===== config.mk =====
export PLATFORM = sky130hd
export DESIGN_NAME = mem_bus_arbiter
export DESIGN_NICKNAME = d
export VERILOG_FILES = /design/src/rtl/mem_bus_arbiter_pkg.sv /design/src/rtl/rr_arbiter_2.sv /design/src/rtl/mem_bus_arbiter.sv
export SDC_FILE = /design/constraint.sdc
export NUM_CORES = 1
export LEC_CHECK = 0
export BUFFER_PORTS_ARGS = -buffer_cell sky130_fd_sc_hd__buf_2
export CAP_MARGIN = 20
export CORE_AREA = 4 4 120 122
export CTS_CLUSTER_SIZE = 40
export DETAILED_ROUTE_END_ITERATION = 8
export DIE_AREA = 0 0 124 126
export PLACE_DENSITY = 0.49
export SLEW_MARGIN = 20
export SYNTH_ARGS = -nofsm -noshare
export SYNTH_HDL_FRONTEND = slang
export SYNTH_HIERARCHICAL = 1
export SYNTH_SLANG_ARGS = --single-unit

===== constraint.sdc =====
create_clock -name clk_i -period 1.6 [get_ports clk_i]
set_clock_uncertainty 0.05 [all_clocks]
set_input_delay 0.08 -clock clk_i [delete_from_list [all_inputs] [get_ports clk_i]]
set_output_delay 0.08 -clock clk_i [all_outputs]
set_load 0.1 [all_outputs]

===== src/rtl/mem_bus_arbiter_pkg.sv =====
// Shared types and defaults for the two-master memory bus arbiter.
package mem_bus_arbiter_pkg;

    typedef enum logic {
        ARB_IDLE,
        ARB_BUSY
    } arb_state_e;

    typedef struct packed {
        logic [31:0] addr;
        logic [31:0] wdata;
        logic [3:0]  wstrb;
    } mem_req_t;

    localparam int unsigned ARB_TIMEOUT_DEFAULT = 1024;
    localparam logic [31:0] ARB_TIMEOUT_DATA    = 32'hDEADBEEF;

endpackage


===== src/rtl/rr_arbiter_2.sv =====
// Combinational two-way pick: a sole requester wins, a tie goes to the pointer.
module rr_arbiter_2 (
    input  logic [1:0] req_i,
    input  logic       ptr_i,
    output logic [1:0] gnt_o
);

    always_comb begin
        gnt_o = req_i;
        if (req_i == 2'b11) begin
            gnt_o = ptr_i ? 2'b10 : 2'b01;
        end
    end

endmodule


===== src/rtl/mem_bus_arbiter.sv =====
// Round-robin arbiter sharing one native-bus slave between two masters,
// one whole transaction at a time, with a watchdog that ends hung accesses.
module mem_bus_arbiter
    import mem_bus_arbiter_pkg::*;
#(
    parameter int unsigned TimeoutCycles = ARB_TIMEOUT_DEFAULT,
    parameter logic [31:0] TimeoutData   = ARB_TIMEOUT_DATA
) (
    input  logic        clk_i,
    input  logic        reset_i,
    input  logic        m0_valid_i,
    input  logic [31:0] m0_addr_i,
    input  logic [31:0] m0_wdata_i,
    input  logic [3:0]  m0_wstrb_i,
    output logic [31:0] m0_rdata_o,
    output logic        m0_ready_o,
    input  logic        m1_valid_i,
    input  logic [31:0] m1_addr_i,
    input  logic [31:0] m1_wdata_i,
    input  logic [3:0]  m1_wstrb_i,
    output logic [31:0] m1_rdata_o,
    output logic        m1_ready_o,
    output logic        s_valid_o,
    output logic [31:0] s_addr_o,
    output logic [31:0] s_wdata_o,
    output logic [3:0]  s_wstrb_o,
    input  logic [31:0] s_rdata_i,
    input  logic        s_ready_i,
    output logic [1:0]  grant_o,
    output logic        timeout_o
);

    localparam int unsigned     CntW     = $clog2(TimeoutCycles);
    localparam logic [CntW-1:0] CntLast  = CntW'(TimeoutCycles - 1);

    arb_state_e      state_q, state_d;
    logic [1:0]      grant_q, grant_d;
    logic            ptr_q, ptr_d;
    logic [CntW-1:0] cnt_q, cnt_d;
    logic            timeout_q, timeout_d;

    logic [1:0]  req_vec;
    logic [1:0]  pick;
    mem_req_t    m0_req, m1_req, sel_req;
    logic        busy, gnt_valid, done_ok, done_to, finish;
    logic [1:0]  ready_vec;
    logic [31:0] rdata_sel;

    assign req_vec = {m1_valid_i, m0_valid_i};
    assign m0_req  = {m0_addr_i, m0_wdata_i, m0_wstrb_i};
    assign m1_req  = {m1_addr_i, m1_wdata_i, m1_wstrb_i};
    assign sel_req = grant_q[1] ? m1_req : m0_req;

    rr_arbiter_2 u_pick (
        .req_i (req_vec),
        .ptr_i (ptr_q),
        .gnt_o (pick)
    );

    // A completion only counts while the granted master still holds its request;
    // a slave ready on the expiry cycle beats the watchdog.
    assign busy      = (state_q == ARB_BUSY);
    assign gnt_valid = |(grant_q & req_vec);
    assign done_ok   = busy && gnt_valid && s_ready_i;
    assign done_to   = busy && gnt_valid && !s_ready_i && (cnt_q == CntLast);
    assign finish    = done_ok || done_to;
    assign ready_vec = grant_q & {2{finish}};
    assign rdata_sel = done_ok ? s_rdata_i : TimeoutData;

    assign m0_ready_o = ready_vec[0];
    assign m1_ready_o = ready_vec[1];
    assign m0_rdata_o = ready_vec[0] ? rdata_sel : 32'h0;
    assign m1_rdata_o = ready_vec[1] ? rdata_sel : 32'h0;

    assign s_valid_o = busy;
    assign s_addr_o  = busy ? sel_req.addr  : 32'h0;
    assign s_wdata_o = busy ? sel_req.wdata : 32'h0;
    assign s_wstrb_o = busy ? sel_req.wstrb : 4'h0;
    assign grant_o   = grant_q;
    assign timeout_o = timeout_q;

    always_comb begin
        state_d   = state_q;
        grant_d   = grant_q;
        ptr_d     = ptr_q;
        cnt_d     = cnt_q;
        timeout_d = timeout_q || done_to;
        case (state_q)
            ARB_IDLE: begin
                cnt_d = '0;
                if (|req_vec) begin
                    state_d = ARB_BUSY;
                    grant_d = pick;
                end
            end
            ARB_BUSY: begin
                if (!gnt_valid) begin
                    state_d = ARB_IDLE;
                    grant_d = 2'b00;
                    cnt_d   = '0;
                end else if (finish) begin
                    state_d = ARB_IDLE;
                    grant_d = 2'b00;
                    cnt_d   = '0;
                    ptr_d   = grant_q[0];
                end else begin
                    cnt_d = cnt_q + 1'b1;
                end
            end
            default: begin
                state_d = ARB_IDLE;
                grant_d = 2'b00;
                cnt_d   = '0;
            end
        endcase
    end

    always_ff @(posedge clk_i or posedge reset_i) begin
        if (reset_i) begin
            state_q   <= ARB_IDLE;
            grant_q   <= 2'b00;
            ptr_q     <= 1'b0;
            cnt_q     <= '0;
            timeout_q <= 1'b0;
        end else begin
            state_q   <= state_d;
            grant_q   <= grant_d;
            ptr_q     <= ptr_d;
            cnt_q     <= cnt_d;
            timeout_q <= timeout_d;
        end
    end

endmodule


==> out/metrics.csv, run 1 <==
metric;value;unit
outcome;finished, violations left;
fin worst setup slack;-389;ps
Final Hold Fails;0;
Buffers & Inverters on Critical Path;2;
count of buffers from port buffering;310;
Synth Instances;337;
number of global-route vias before repair;4246;
DR iter-0 viols;122;
length of the first detailed-routing pass in iterations;4;
area share of xor/xnor cells in the synthesized design;1.11;%
worst skew pair latency;250;ps
Max Root-Sink Buffers;2;
CTS tree;yes;
DP Worst Slack;-198;ps
remaining number of nets flagged by the antenna check after routing;0;
number of nets in the synthesized netlist;511;
critical path launch point type;flop;
number of top-level pins;311;
Layout Nets;877;
routability cong.;0.861;
number of warnings reported in the yosys synthesis log;6;
post-detailed-route via-to-cell ratio;4.64;
transition at the pin with the smallest max-transition slack;592;ps
setup violators final;135;
RSZ-0062 raised after global routing;yes;
class of the most critical setup path;flop to primary output;
die span in y;126;um
power density cells;906;mW/mm^2
violated checks;negative setup slack;
total count of max-transition violations in the final report;0;
Final Instance Count excl. Fillers;878;
critical path peak fanout;11;
CP peak stage delay;360;ps
number of violations of the max-capacitance limit;0;
complex-gate fraction of the synthesized area;17.2;%
average cell area after synthesis;7.02;um^2
data required time at the worst endpoint;1470;ps
Hold/Removal Path Class;primary input to flop;
Clock H-tree levels;1;
max_slew headroom;60.5;%
Final Cycle Share;124;%
vias;4076;
cell with the biggest individual delay on the critical path;sky130_fd_sc_hd__dfrtp_1;
total number of clock tree sinks;15;
Cell Area, Synth;0.00237;mm^2
arrival time at the worst endpoint;1860;ps
clock edge transition at the registers on the reported setup and hold paths;50;ps
worst-case vdd ir drop;0.793;mV
Leakage;3.53;nW
number of cells in the design after placement;844;
width of the die;124;um
overall overflow remaining after global route;0;
global-route usage over all layers;19.5;%
relative area change from synthesis to final layout;279;%
largest family of logic cells by synthesized area;multiplexers;
Die Area;0.0156;mm^2
final-layout fill cell count;910;
achievable frequency;0.503;GHz
multiplexer share of the synthesized area;29.6;%
total wire length;17.2;mm
share of synthesized cell area in and, or, nand and nor gates;27.4;%
flip-flop cell with the highest count after synthesis;sky130_fd_sc_hd__dfrtp_1;
end-of-flow core utilization;67.9;%
critical path's top delay family;buffers and inverters;
share of synthesized area occupied by flip-flops and latches;15.9;%
share of flip-flops with an asynchronous set or reset;100;%
setup total negative slack;-29210;ps
area share of fa/ha/maj cells after synthesis;0.529;%
fraction of final layout cells with drive strength greater than 1;89.3;%
initial core utilization;17.9;%
number of antenna cells inserted;0;
Row Count;42;
Post-synth EDFFs;0;
DR WL/cell;19.6;um
hpwl dp;13.5;mm
sequence of cells on the critical path;ha_2 -> and4_4 -> nand4_4 -> bufbuf_16 -> a21oi_4 -> buf_12;
number of antenna violations at the first check in global routing;0;
core footprint;0.0132;mm^2
count of different cell masters after synthesis;39;
Root Buffer Master;sky130_fd_sc_hd__clkbuf_16;
count of unresolved DRC violations after routing;0;
wire length of the first global-routing pass;24.1;mm
largest net degree at the start of global routing;26;
number of buffers added by the clock tree synthesis step;3;
crit end category;primary output;
final worst path period need;1990;ps
number of synthesized register bits;15;
[where the power goes]
group          leakage [nW]  internal [mW]  total (mW)  switching [mW]
sequential            0.197          0.408       0.464          0.0560
clock                0.0371          0.337       0.497           0.160
combinational          3.29           2.82        7.16            4.34
[state kept, by name, indices dropped and copies added, names as in the netlist]
name / flops
s_valid_o: 1
timeout_o: 1
cnt_q: 10
grant_o: 2
ptr_q: 1
[final timing paths]
| kind | slack, ps | cells after the start | endpoint | startpoint |
|---|---|---|---|---|
| worst max-delay path | -390 | 6 | m1_rdata_o[9] | cnt_q[1] |
| worst min-delay path | 230 | 3 | s_valid_o | m1_valid_i |
| worst max register to register | -90 | 7 | grant_o[1] | cnt_q[1] |
| worst min register to register | 400 | 1 | timeout_o | timeout_o |
| max in group asynchronous | 660 | 3 | grant_o[0] | reset_i |
| min in group asynchronous | 390 | 3 | timeout_o | reset_i |
[logic make-up after synthesis]
kind of cell	Yosys count
XOR/XNOR	3
buffers and inverters	38
multiplexers	70
AO/OA/AOI/OAI	71
flip-flops	15
AND/OR/NAND/NOR	139
adder cells (fa/ha/maj)	1
[cell type report]
type,instances,area [um^2],share of cell area (%)
Tap cell,176,220,2.46
Clock inverter,1,7.51,0.0838
Clock buffer,3,75.1,0.838
Sequential cell,15,387,4.31
Timing Repair Buffer,390,4720,52.7
Inverter,7,31.3,0.349
Multi-Input combinational cell,286,3520,39.3
[stage by stage]
stage	total power [mW]	hold WS, ps	area [um^2]
2_1_floorplan	4.58	-68.5	3730
3_3_place_gp	6.72	111	7770
3_5_place_dp	6.76	127	7770
4_1_cts	7.71	230	8460
5_1_grt	8.34	266	8960
6_report	8.12	231	8960
[Yosys cell counts, types with 2 or more instances]
library cell / number / area share, %
sky130_fd_sc_hd__a21boi_1: 2 / 0.63
sky130_fd_sc_hd__a21o_1: 4 / 1.3
sky130_fd_sc_hd__a21oi_1: 51 / 11
sky130_fd_sc_hd__a31oi_1: 2 / 0.53
sky130_fd_sc_hd__and2_1: 17 / 4.5
sky130_fd_sc_hd__and3_1: 2 / 0.53
sky130_fd_sc_hd__and4_1: 2 / 0.74
sky130_fd_sc_hd__buf_2: 14 / 3.0
sky130_fd_sc_hd__buf_6: 4 / 1.9
sky130_fd_sc_hd__clkbuf_1: 10 / 1.6
sky130_fd_sc_hd__dfrtp_1: 15 / 16
sky130_fd_sc_hd__inv_1: 6 / 0.95
sky130_fd_sc_hd__mux2i_1: 70 / 30
sky130_fd_sc_hd__nand2_1: 27 / 4.3
sky130_fd_sc_hd__nand3_1: 4 / 0.85
sky130_fd_sc_hd__nand4_1: 2 / 0.53
sky130_fd_sc_hd__nor2_1: 73 / 12
sky130_fd_sc_hd__nor3_2: 3 / 1.3
sky130_fd_sc_hd__nor3b_1: 2 / 0.63
sky130_fd_sc_hd__o21ai_0: 4 / 0.85
sky130_fd_sc_hd__o32ai_1: 2 / 0.74
sky130_fd_sc_hd__or3_1: 3 / 0.79
sky130_fd_sc_hd__xnor2_1: 2 / 0.74
[worst register-to-register path: stages, from the launching register on]
cell and delay, ps:
sky130_fd_sc_hd__dfrtp_1 390, sky130_fd_sc_hd__ha_2 200, sky130_fd_sc_hd__and4_4 190, sky130_fd_sc_hd__buf_4 130
sky130_fd_sc_hd__buf_6 120, sky130_fd_sc_hd__buf_6 110, sky130_fd_sc_hd__and3_4 200, sky130_fd_sc_hd__o32ai_2 210
[layer usage]
metal  GRT usage, %  routed length [um]  share of wire (%)
met1           22.9                6380                 37
met2           37.2                9290                 54
met3           2.56                1200                7.0
met4           3.67                 323                1.9
met5              0                   0                  0
[cells in the final DEF, fill, tap and decap left out, drive strengths merged]
master / count
o22ai: 1
o2111a: 1
dlygate4sd3: 1
ha: 1
a311oi: 1
xnor2: 2
o21ai: 4
dfrtp: 15
nor3: 4
or3: 5
and3: 3
bufbuf: 1
o221ai: 1
nor2: 73
a211oi: 1
xor2: 1
nor3b: 3
nand2: 27
nand4: 3
o32ai: 2
a22oi: 1
and4: 2
buf: 384
mux2i: 70
nand3: 4
clkbuf: 7
a31oi: 2
inv: 7
and2: 17
a21oi: 51
a21o: 4
a21boi: 2
clkinvlp: 1
[what timing repair did]
action | CTS | global route
cloned | 5 | 7
gates resized for setup | 84 | 62
hold endpoints to repair | 15 | 0
buffers inserted | 11 | 11
hold buffers | 1 | 0
endpoints found under the setup margin | 139 | 142
pin swaps | 30 | 39
(Power assumes the default switching activity.)
==> inputs of run 2 (changes only) <==
CORE_AREA = 4 4 118 120   (was 4 4 120 122)
DIE_AREA = 0 0 122 124   (was 0 0 124 126)
clock period = 1.9 ns   (was 1.6 ns; I/O delays follow)
==> out/metrics.csv, run 2 (synthesis results as in run 1) <==
metric;value;unit;change
global-route usage over all layers;18.1;%;-1.3 points
worst skew pair latency;240;ps;about the same
hpwl dp;13.0;mm;-3.7%
total number of clock tree sinks;15;;unchanged
number of gates on the worst path with buffers counted;7;;+1
cell with the biggest individual delay on the critical path;sky130_fd_sc_hd__dfrtp_1;;
class of the most critical setup path;flop to primary output;;
length of the first detailed-routing pass in iterations;4;;unchanged
worst hold path stage count;3;;unchanged
Hold/Removal Path Class;primary input to flop;;
register area;387;um^2;unchanged
fin worst setup slack;-69.4;ps;+320 ps
post-route cell area;0.00748;mm^2;-17%
Die Area;0.0151;mm^2;-3.2%
fraction of final layout cells with drive strength greater than 1;76.2;%;-13 points
sequence of cells on the critical path;ha_2 -> and4_4 -> nand4_4 -> buf_6 -> buf_16 -> a21oi_4 -> buf_12;;
start point of the worst min-delay path;m1_valid_i;;
Final Cycle Share;104;%;
RSZ-0062 raised after global routing;yes;;
relative area change from synthesis to final layout;216;%;
DR iter-0 viols;147;;+20%
data required time at the worst endpoint;1750;ps;+280 ps
internal reg-to-reg setup slack;240;ps;+330 ps
Final Hold Fails;0;;unchanged
width of the die;122;um;-1.6%
launching element of the worst setup path;cnt_q[0];;
Root Buffer Master;sky130_fd_sc_hd__clkbuf_16;;
critical path's top delay family;buffers and inverters;;
flip-flop count of the largest register, all copies and words added;10;;unchanged
top library cells by usage in the layout, fill and taps aside;175 x sky130_fd_sc_hd__buf_2, 146 x sky130_fd_sc_hd__buf_12, 69 x sky130_fd_sc_hd__mux2i_1, 50 x sky130_fd_sc_hd__nor2_2, 48 x sky130_fd_sc_hd__a21oi_4;;
transition at the pin with the smallest max-transition slack;588;ps;-3.46 ps
max_slew headroom;60.7;%;+0.23 points
overall overflow remaining after global route;0;;unchanged
dpl cell area;0.00713;mm^2;-8.2%
Worst Hold Path EP;s_valid_o;;
Leakage;3.09;nW;-13%
CP peak stage delay;350;ps;about the same
number of violations of the max-capacitance limit;0;;unchanged
Row Count;42;;unchanged
hold slack final;238;ps;+6.95 ps
core footprint;0.0130;mm^2;-1.6%
final-layout fill cell count;1073;;+18%
Clock H-tree levels;1;;unchanged
initial core utilization;18.2;%;+0.29 points
count of unresolved DRC violations after routing;0;;unchanged
Max Root-Sink Buffers;2;;unchanged
critical path launch point type;flop;;
total wire length;15.1;mm;-12%
vias;3705;;-9.1%
reg-to-reg startpoint;cnt_q[1];;
wire length of the first global-routing pass;21.3;mm;-12%
leading cell type in the layout, fill and taps excluded;sky130_fd_sc_hd__buf_2;;
clock edge transition at the registers on the reported setup and hold paths;50;ps;about the same
total count of max-transition violations in the final report;0;;unchanged
register containing the most flip-flops in the final layout;cnt_q;;
remaining number of nets flagged by the antenna check after routing;0;;unchanged
worst reg2reg path endpoint;timeout_o;;
critical path peak fanout;11;;unchanged
die span in y;124;um;-1.6%
largest net degree at the start of global routing;42;;+62%
R2R cell count;6;;-1
Layout Nets;831;;-5.2%
DR WL/cell;18.1;um;-7.3%
Buffers & Inverters on Critical Path;3;;+1
count of buffers from port buffering;310;;unchanged
routability cong.;0.847;;-1.6%
power density cells;770;mW/mm^2;-15%
arrival time at the worst endpoint;1820;ps;-40 ps
number of antenna violations at the first check in global routing;2;;+2
CTS tree;yes;;
post-detailed-route via-to-cell ratio;4.44;;-4.3%
violated checks;negative setup slack;;
achievable frequency;0.508;GHz;
final worst path period need;1970;ps;
number of top-level pins;311;;unchanged
outcome;finished, violations left;;
worst-case vdd ir drop;0.536;mV;-32%
setup violators final;50;;-63%
area taken by multi-input logic gates;0.00269;mm^2;-24%
number of buffers added by the clock tree synthesis step;3;;unchanged
number of global-route vias before repair;3768;;-11%
crit end category;primary output;;
## run 2: worst min-delay path, delay by kind of cell
kind                   cells  cell delay, ps
buffers and inverters      1             140
AND/OR/NAND/NOR            1             110
AO/OA/AOI/OAI              1             140
## run 2: area by class of cell
class / count / area share [%]
Inverter: 7 / 0.385
Sequential cell: 15 / 5.17
Timing Repair Buffer: 346 / 54.4
Clock buffer: 4 / 1.05
Multi-Input combinational cell: 284 / 36.0
Tap cell: 176 / 2.94
Antenna cell: 2 / 0.0669
## run 2: power by group
part | switching (mW) | internal (mW)
Combinational | 3.26 | 1.72
Sequential | 0.0374 | 0.344
Clock | 0.122 | 0.284
## run 2: repair_timing
action,4_1_cts,5_1_grt
gates resized for setup,5,2
setup endpoints to repair,48,68
pin swaps,7,3
gates cloned,3,2
hold endpoints to repair,15,0
setup buffers,6,9
hold buffers,1,0
## run 2: how the worst max path moves through the flow
stage / end
floorplan: s_addr_o[10]
global placement: m1_rdata_o[0]
detailed placement: m1_rdata_o[0]
CTS: m1_rdata_o[27]
global route: m0_rdata_o[3]
finish: m0_rdata_o[12]
## run 2: metrics by stage
step | cells | setup WS [ps] | util, % | power, mW | setup TNS (ps)
2_1_floorplan | 337 | -215 | - | 3.57 | -17960
3_3_place_gp | 808 | 158 | 54.9 | 5.29 | 0
3_5_place_dp | 808 | 111 | 54.9 | 5.32 | 0
4_1_cts | 822 | -79.8 | 56.7 | 5.74 | -3090
5_1_grt | 832 | -145 | 57.6 | 5.95 | -5930
6_report | 834 | -69.4 | 57.6 | 5.76 | -2600
## run 2: metal layers
layer  share of wire (%)  GRT usage, %  up-vias  wire, um
met1                  36          20.8     1663      5440
li1                    -             -     1810         -
met2                  52          32.7      206      7800
met4                 2.3          5.04        4       344
met3                  10          5.40       22      1520
met5                0.14             0        -        21
==> inputs of run 3 (changes only) <==
SKIP_CTS_REPAIR_TIMING = 1   (was not set)
==> out/metrics.csv, run 3 (synthesis results as in run 1) <==
metric;value;unit;change
outcome;finished, violations left;;
violated checks;negative setup slack;;
met1 capacity usage during global routing;20.4;%;-0.41 points
Leakage;3.08;nW;about the same
width of the die;122;um;unchanged
DR WL/cell;18.3;um;+0.60%
setup violators final;48;;-4.0%
critical path peak fanout;8;;-3
worst skew pair latency;240;ps;about the same
register containing the most flip-flops in the final layout;cnt_q;;
critical path launch point type;flop;;
arrival time at the worst endpoint;1840;ps;+20 ps
final worst path period need;1990;ps;+18.2 ps
Hold/Removal Path Class;primary input to flop;;
achievable frequency;0.503;GHz;-0.92%
length of the first detailed-routing pass in iterations;4;;unchanged
internal reg-to-reg setup slack;340;ps;+100 ps
power density cells;771;mW/mm^2;+0.13%
total wire length;15.2;mm;+0.48%
number of violations of the max-capacitance limit;0;;unchanged
data required time at the worst endpoint;1750;ps;about the same
Row Count;42;;unchanged
overall overflow remaining after global route;0;;unchanged
Final Hold Fails;0;;unchanged
Layout Nets;830;;-0.12%
switch share;59.3;%;about the same
relative area change from synthesis to final layout;216;%;
cell internal pwr;2.34;mW;about the same
total count of max-transition violations in the final report;0;;unchanged
clock edge transition at the registers on the reported setup and hold paths;50;ps;about the same
sequence of cells on the critical path;ha_2 -> and4_4 -> nand4_4 -> buf_12 -> clkbuf_16 -> a21oi_4 -> buf_12;;
post-detailed-route via-to-cell ratio;4.47;;+0.71%
DP Worst Slack;111;ps;unchanged
die span in y;124;um;unchanged
share of power burned in registers;6.6;%;about the same
RSZ-0062 raised after global routing;yes;;
hpwl dp;13.0;mm;unchanged
worst-case vdd ir drop;0.536;mV;about the same
Root Buffer Master;sky130_fd_sc_hd__clkbuf_16;;
Clock H-tree levels;1;;unchanged
initial core utilization;18.2;%;unchanged
most numerous cell on the critical path;sky130_fd_sc_hd__buf_12;;
global-route usage over all layers;17.7;%;-0.46 points
top library cells by usage in the layout, fill and taps aside;175 x sky130_fd_sc_hd__buf_2, 145 x sky130_fd_sc_hd__buf_12, 69 x sky130_fd_sc_hd__mux2i_1, 50 x sky130_fd_sc_hd__nor2_2, 48 x sky130_fd_sc_hd__a21oi_4;;
Final Instance Count excl. Fillers;833;;-0.12%
count of buffers from port buffering;310;;unchanged
crit end category;primary output;;
transition at the pin with the smallest max-transition slack;588;ps;-0.802 ps
fraction of final layout cells with drive strength greater than 1;76.2;%;about the same
number of top-level pins;311;;unchanged
Die Area;0.0151;mm^2;unchanged
Clk pwr share;7.1;%;about the same
number of antenna violations at the first check in global routing;2;;unchanged
fin worst setup slack;-87.6;ps;-18.2 ps
Global Route met3 Usage;5.27;%;-0.14 points
final-layout fill cell count;1072;;-0.093%
flip-flop count of the largest register, all copies and words added;10;;unchanged
Final Cycle Share;105;%;+0.96 points
largest net degree at the start of global routing;42;;unchanged
class of the most critical setup path;flop to primary output;;
routability cong.;0.847;;unchanged
leading cell type in the layout, fill and taps excluded;sky130_fd_sc_hd__buf_2;;
number of cells in the design after placement;808;;unchanged
CP peak stage delay;360;ps;about the same
remaining number of nets flagged by the antenna check after routing;0;;unchanged
number of global-route vias before repair;3696;;-1.9%
count of unresolved DRC violations after routing;0;;unchanged
wire length of the first global-routing pass;20.7;mm;-2.4%
net switching power;3.42;mW;about the same
core footprint;0.0130;mm^2;unchanged
CTS tree;yes;;
cell with the biggest individual delay on the critical path;sky130_fd_sc_hd__dfrtp_1;;
peak-usage layer in the global routing report;met2;;
vias;3727;;+0.59%
DR iter-0 viols;131;;-11%
total number of clock tree sinks;15;;unchanged
number of buffers added by the clock tree synthesis step;3;;unchanged
max_slew headroom;60.8;%;about the same
combinational share of power;86.3;%;about the same
hold slack final;237;ps;-0.761 ps
Max Root-Sink Buffers;2;;unchanged
met2 Usage GRT;31.7;%;-1.0 points
==> run 3: cell types whose count changed in the layout (fill, tap and decap cells not counted) <==
| cell | previous run | this run |
|---|---|---|
| sky130_fd_sc_hd__buf_16 | 2 | 0 |
| sky130_fd_sc_hd__buf_4 | 18 | 17 |
| sky130_fd_sc_hd__clkbuf_16 | 5 | 8 |
| sky130_fd_sc_hd__buf_12 | 146 | 145 |
==> run 3: through the flow <==
stage                     utilization (%)  power [mW]  setup TNS, ps  instance area, um^2
final                                57.6        5.76          -3140                 7470
after global routing                 57.5        5.95          -5780                 7470
after CTS                            55.5        5.73          -5500                 7210
after detailed placement             54.9        5.32              0                 7130
after global placement               54.9        5.29              0                 7130
after floorplan                         -        3.57         -17960                 3380
==> run 3: worst paths after layout <==
check | startpoint | endpoint | depth (start not counted)
setup reg to reg | cnt_q[5] | timeout_o | 5
hold / removal | m0_valid_i | s_valid_o | 3
max in group asynchronous | reset_i | grant_o[1] | 3
min in group asynchronous | reset_i | cnt_q[3] | 3
setup / recovery | cnt_q[0] | m0_rdata_o[1] | 7
hold reg to reg | timeout_o | timeout_o | 1
==> run 3: power by group through the flow <==
stage	clock [mW]	sequential, mW	combinational (mW)
after floorplan	0	0.449	3.13
after global placement	0	0.381	4.91
after detailed placement	0	0.382	4.94
after CTS	0.414	0.377	4.94
after global routing	0.434	0.385	5.13
final	0.407	0.382	4.97
==> run 3: worst max-delay path: cells and delay by family, from the launching register on <==
family	cells	cell delay [ps]
buf+inv	3	540
flops	1	360
fa+ha+maj	1	190
simple gates	2	360
compound gates	1	150
==> run 3: cell type report <==
| class | count | area (um^2) | area share, % |
|---|---|---|---|
| Timing Repair Buffer | 345 | 4060 | 54.4 |
| Tap cell | 176 | 220 | 2.95 |
| Inverter | 7 | 28.8 | 0.385 |
| Multi-Input combinational cell | 284 | 2690 | 36.0 |
| Clock buffer | 4 | 78.8 | 1.05 |
| Sequential cell | 15 | 387 | 5.17 |
| Antenna cell | 2 | 5.00 | 0.0670 |
==> run 3: per-layer routing <==
| metal | wire length (um) | share of wire (%) |
|---|---|---|
| met1 | 5400 | 35 |
| met2 | 7870 | 52 |
| met3 | 1550 | 10 |
| met4 | 363 | 2.4 |
| met5 | 21 | 0.14 |
